File: src/rtl/pio_bank_pkg.sv
// Shared constants and elaboration-time helpers for the PIO bank.
// Register offsets within a port's four-word window, plus width helpers.
package pio_bank_pkg;

    localparam logic [1:0] REG_DATA = 2'd0;
    localparam logic [1:0] REG_DIR  = 2'd1;
    localparam logic [1:0] REG_MASK = 2'd2;
    localparam logic [1:0] REG_EDGE = 2'd3;

    function automatic int clog2i(input int n);
        int r;
        r = 0;
        for (int i = 0; i < 31; i++) begin
            if ((1 << i) < n) r = i + 1;
        end
        return r;
    endfunction

    function automatic int addr_w(input int num_ports);
        return clog2i(num_ports) + 2;
    endfunction

    // Width needed to count 0..cyc-1, never less than one bit.
    function automatic int presc_w(input int cyc);
        return (cyc <= 2) ? 1 : clog2i(cyc);
    endfunction

endpackage

File: src/rtl/pio_debounce.sv
// Two-flop synchroniser plus two-sample debounce for one port.
// The debounced bit follows the synchronised bit once two consecutive tick samples agree.
module pio_debounce #(
    parameter int DATA_W = 32,
    parameter bit BYPASS = 1'b0
) (
    input  logic              clk,
    input  logic              reset,
    input  logic              tick,
    input  logic [DATA_W-1:0] din,
    output logic [DATA_W-1:0] dout
);

    logic [DATA_W-1:0] sync_1;
    logic [DATA_W-1:0] sync_2;
    logic [DATA_W-1:0] samp;
    logic [DATA_W-1:0] deb;
    logic [DATA_W-1:0] differ;

    assign differ = samp ^ sync_2;

    always_ff @(posedge clk or posedge reset) begin
        if (reset) begin
            sync_1 <= '0;
            sync_2 <= '0;
            samp   <= '0;
            deb    <= '0;
        end else begin
            sync_1 <= din;
            sync_2 <= sync_1;
            if (tick) begin
                samp <= sync_2;
                deb  <= (deb & differ) | (sync_2 & ~differ);
            end
        end
    end

    assign dout = BYPASS ? sync_2 : deb;

endmodule

File: src/rtl/pio_bank_avmm.sv
// Avalon-MM bank of NUM_PORTS bidirectional PIO ports with debounced inputs,
// rising-edge capture and a maskable level interrupt.
module pio_bank_avmm
    import pio_bank_pkg::*;
#(
    parameter int DATA_W       = 32,
    parameter int NUM_PORTS    = 4,
    parameter int DEBOUNCE_CYC = 1000,
    parameter int RESET_OUT    = 0,
    localparam int ADDR_W      = addr_w(NUM_PORTS)
) (
    input  logic                        clk,
    input  logic                        reset,
    input  logic [ADDR_W-1:0]           avs_address,
    input  logic                        avs_read,
    input  logic                        avs_write,
    input  logic [31:0]                 avs_writedata,
    output logic [31:0]                 avs_readdata,
    output logic                        avs_readdatavalid,
    output logic                        irq,
    input  logic [NUM_PORTS*DATA_W-1:0] pio_in,
    output logic [NUM_PORTS*DATA_W-1:0] pio_out,
    output logic [NUM_PORTS*DATA_W-1:0] pio_oe
);

    localparam logic [DATA_W-1:0] OUT_RST = {DATA_W{RESET_OUT != 0}};

    logic [NUM_PORTS-1:0][DATA_W-1:0] out_r, dir_r, mask_r, edge_r, deb, deb_q;
    logic [NUM_PORTS-1:0]             wsel;
    logic [31:0]                      a_port;
    logic [1:0]                       a_reg;
    logic                             a_hit;
    logic [31:0]                      rd_val;
    logic [DATA_W-1:0]                wd;
    logic                             tick;

    generate
        if (DEBOUNCE_CYC == 0) begin : g_no_presc
            assign tick = 1'b1;
        end else begin : g_presc
            localparam int PW = presc_w(DEBOUNCE_CYC);
            localparam logic [PW-1:0] LAST = PW'(DEBOUNCE_CYC - 1);
            logic [PW-1:0] cnt;
            always_ff @(posedge clk or posedge reset) begin
                if (reset)            cnt <= '0;
                else if (cnt == LAST) cnt <= '0;
                else                  cnt <= cnt + 1'b1;
            end
            assign tick = (cnt == LAST);
        end

        for (genvar p = 0; p < NUM_PORTS; p++) begin : g_port
            pio_debounce #(
                .DATA_W (DATA_W),
                .BYPASS (DEBOUNCE_CYC == 0)
            ) u_deb (
                .clk   (clk),
                .reset (reset),
                .tick  (tick),
                .din   (pio_in[p*DATA_W +: DATA_W]),
                .dout  (deb[p])
            );
        end
    endgenerate

    // Upper address bits select the port; anything past the last port is a hole.
    assign a_port = 32'(avs_address) >> 2;
    assign a_reg  = avs_address[1:0];
    assign a_hit  = (a_port < 32'(NUM_PORTS));
    assign wd     = avs_writedata[DATA_W-1:0];

    always_comb begin
        rd_val = '0;
        wsel   = '0;
        for (int p = 0; p < NUM_PORTS; p++) begin
            if (a_hit && a_port == 32'(p)) begin
                wsel[p] = avs_write;
                case (a_reg)
                    REG_DATA: rd_val = 32'((deb[p] & ~dir_r[p]) | (out_r[p] & dir_r[p]));
                    REG_DIR:  rd_val = 32'(dir_r[p]);
                    REG_MASK: rd_val = 32'(mask_r[p]);
                    REG_EDGE: rd_val = 32'(edge_r[p]);
                    default:  rd_val = '0;
                endcase
            end
        end
    end

    always_ff @(posedge clk or posedge reset) begin
        if (reset) begin
            out_r             <= {NUM_PORTS{OUT_RST}};
            dir_r             <= '0;
            mask_r            <= '0;
            edge_r            <= '0;
            deb_q             <= '0;
            irq               <= 1'b0;
            avs_readdata      <= '0;
            avs_readdatavalid <= 1'b0;
        end else begin
            avs_readdatavalid <= avs_read;
            if (avs_read) avs_readdata <= rd_val;
            irq   <= |(edge_r & mask_r);
            deb_q <= deb;
            for (int p = 0; p < NUM_PORTS; p++) begin
                if (wsel[p] && a_reg == REG_DATA) out_r[p]  <= wd;
                if (wsel[p] && a_reg == REG_DIR)  dir_r[p]  <= wd;
                if (wsel[p] && a_reg == REG_MASK) mask_r[p] <= wd;
                // A rise arriving in the same cycle as a clear survives it.
                edge_r[p] <= (edge_r[p] & ~((wsel[p] && a_reg == REG_EDGE) ? wd : '0))
                           | (deb[p] & ~deb_q[p] & ~dir_r[p]);
            end
        end
    end

    assign pio_out = out_r;
    assign pio_oe  = dir_r;

endmodule

File: config.mk
export PLATFORM = sky130hd
export DESIGN_NAME = pio_bank_avmm
export DESIGN_NICKNAME = d
export VERILOG_FILES = /design/src/rtl/pio_bank_pkg.sv /design/src/rtl/pio_debounce.sv /design/src/rtl/pio_bank_avmm.sv
export SDC_FILE = /design/constraint.sdc
export NUM_CORES = 2
export LEC_CHECK = 0
export CORE_MARGIN = 1
export CORE_UTILIZATION = 57
export CTS_CLUSTER_DIAMETER = 100
export DETAILED_ROUTE_END_ITERATION = 16
export PLACE_DENSITY = 0.88
export SKIP_LAST_GASP = 1
export SYNTH_ARGS = -nofsm -noshare
export SYNTH_HDL_FRONTEND = slang
export SYNTH_SLANG_ARGS = --single-unit
File: constraint.sdc
create_clock -name clk -period 49 [get_ports clk]
set_input_delay 4.9 -clock clk [delete_from_list [all_inputs] [get_ports clk]]
set_output_delay 4.9 -clock clk [all_outputs]
set_load 0.1 [all_outputs]
==> metrics.txt <==
Filler cells=5355; Layout area overhead=19.3%; Gate power share=27.0%; CP required=49.67 ns; slew margin rel.=12.3%; gp weighted congestion=1.01; sequence of cells on the critical path=clkdlybuf4s50_1 > inv_8 > buf_4 > buf_4 > buf_4 > buf_4; Routed wire per std cell=29.1 um; startpoint types=input port; clk_lat worst skew=0.71 ns; final setup TNS=0 ns; Max Cap Viol=0; initial antenna violation count=3; Post CTS Setup Buffer Count=0; leakage power=24.4 nW; H-tree levels=3; critical path capture point type=asynchronous set/reset pin; Clock Skews=0.0310 ns; CTS Hold Bufs=0; clk sinks=1196; antenna-violating nets left=0; Peak VDD IR=0.0386 mV; CP max FO=122; switch share=37.5%; Slew @ Worst Pin=1.31 ns; GRT Overall Usage=37.6%; 1st-iter DRT viols=4225; cell mode on critical path=buf_4; vias=35012; Overflow after GRT=0; Seq/Total Area, Yosys=63.7%; Initial Util=57.9%; Final Max Tran Viols=0; Total Power=2.88 mW; vias in the first global route=35051; Port Buf Inserts=457; Fin. Hold Viols=0; Yosys warning total=0; distinct cell type count after synthesis=59; TritonRoute pass-1 iters=6; number of synthesized flops with an enable pin=0; area of the multi-input gates=15300 um^2; status=complete, no violations; Power Dens Cells=51.5 nW/um^2; final setup violation count=0; clock tree buffer depth=3; Worst-path clk slew=0.07 ns; num ports=458; Tmin final=8.79 ns; final hold slack=0.331 ns; Root Buffer=clkbuf_16; via density per instance=6.52; Num CTS Buffers=115; Int Power=1.80 mW; row cnt=104; largest net degree at the start of global routing=123; post-synth top area share=63.7%; Post-Syn Instances=3811; first-pass GRT wire length=228 mm; Syn Area/Cell=12.3 um^2; Nets=4384; post-DP HPWL=104 mm; Post-route DRC=0; portion of total power attributed to the clock network=30.8%; TritonCTS clock tree=yes; worst hold path type=flop to flop; CP bufs+invs=6; Die Height=289 um; Top FF cell, synth=dfrtp_1; Post-synth ARST share=100%; crit path DAT=9.46 ns; cell family with most CP delay=buffers and inverters; core area=81100 um^2; Post-Route WL=156 mm; fmax=114 MHz; Gates resized, CTS repair=0; RSZ-0062 raised after global routing=false; die width=289 um; area leader, netlist=dfrtp_1; Switching Power=1.08 mW; synth top area cells=dfrtp_1 64%, mux2_2 10%, o21ai_0 5.7%; synthesized area=47000 um^2; Syn Nets=3980; sequential cell area=29900 um^2; layout cells sized above 1=15.9%; Flop pwr share=42.2%; Final Cycle Share=17.9%; Worst path max stage delay=0.90 ns; post-synthesis register bit count=1196; Slowest-stage cell, CP=buf_4; WS Path Type=input port to asynchronous set/reset pin; die area=83500 um^2
## worst register-to-register path, stage by stage (launching register included)
cell and delay (ns):
dfrtp_1 0.39, ha_1 0.24, nand4b_1 0.20, nor2_1 0.31, nand3_4 0.74, buf_4 0.76
o21ai_0 0.37, o21ai_0 0.14
## final timing paths
| path | from | endpoint | slack, ns | cells after the start |
|---|---|---|---|---|
| worst max-delay path | reset | deb_q[29] | 40.21 | 6 |
| worst min-delay path | g_port[1].u_deb.sync_1[10] | g_port[1].u_deb.sync_2[10] | 0.33 | 0 |
| worst max register to register | g_presc.cnt[0] | flop | 45.70 | 7 |
| worst min register to register | g_port[1].u_deb.sync_1[10] | g_port[1].u_deb.sync_2[10] | 0.33 | 0 |
| max in group clk | avs_address[0] | mask_r[47] | 41.36 | 7 |
| min in group asynchronous | reset | g_port[3].u_deb.sync_1[3] | 4.74 | 2 |
## metal layers
layer  wire, um  GRT usage (%)  vias to the layer above
li1           -              -                    14365
met1      53900           46.3                    17607
met4      12400           25.0                        6
met5         97          0.568                        -
met3      20600           14.2                      600
met2      69100           55.4                     2434
## logic make-up after synthesis
| kind of cell | count (synthesis) | share of synthesized area [%] |
|---|---|---|
| AOI/OAI and AO/OA | 1130 | 14.6 |
| xor gates and xnor gates | 5 | 0.0933 |
| adders and majority gates | 1 | 0.0266 |
| buffers and inverters | 415 | 3.86 |
| DFF | 1196 | 63.7 |
| muxes | 513 | 12.2 |
| and+or+nand+nor | 551 | 5.44 |
## power by group through the flow
stage / clock network (mW) / registers [mW] / logic [mW]
5_1_grt: 0.930 / 1.22 / 0.799
3_3_place_gp: 0 / 1.22 / 0.759
3_5_place_dp: 0 / 1.22 / 0.768
2_1_floorplan: 0 / 1.56 / 0.176
6_report: 0.889 / 1.22 / 0.779
4_1_cts: 0.892 / 1.21 / 0.773
## layout make-up
type                       instances  area share [%]
multi-input combinational       2200            27.3
timing repair buffer             513            8.91
clock buffer                     167            5.92
inverter                         189            1.28
tap                             1060            2.37
sequential                      1196            53.4
clock inverter                    40           0.811
antenna                            1         0.00447
## metrics by stage
stage	instance area, um^2	utilization [%]	std cells	setup slack [ns]
after floorplan	47000	-	3811	10.41
after global placement	52200	64.4	5158	39.41
after detailed placement	52200	64.4	5158	39.35
after CTS	56000	69.1	5365	40.07
after global routing	56000	69.1	5365	39.58
final	56000	69.1	5366	40.21
## layout by cell type, fill, tap and decap left out, types with 29 or more instances in the layout
cell type,n
dfrtp_1,1196
clkdlybuf4s50_1,453
nand2_1,318
buf_4,58
mux2i_1,78
a31oi_1,50
a22o_1,64
clkbuf_16,116
o221ai_1,46
o21ai_0,531
o2bb2ai_1,79
a21oi_1,211
nand2b_1,82
inv_1,186
clkbuf_1,29
mux2_2,419
nor2_1,68
## Yosys cell counts (all sizes together) (50+ instances only)
cell,instances
o2bb2ai,79
clkbuf,124
a22o,64
nand2,320
dfrtp,1196
o21ai,545
a21oi,211
mux2i,78
buf,102
nand2b,83
nor2,81
inv,189
mux2,430
a31oi,50
No activity file was read; power rests on OpenSTA's default activity.
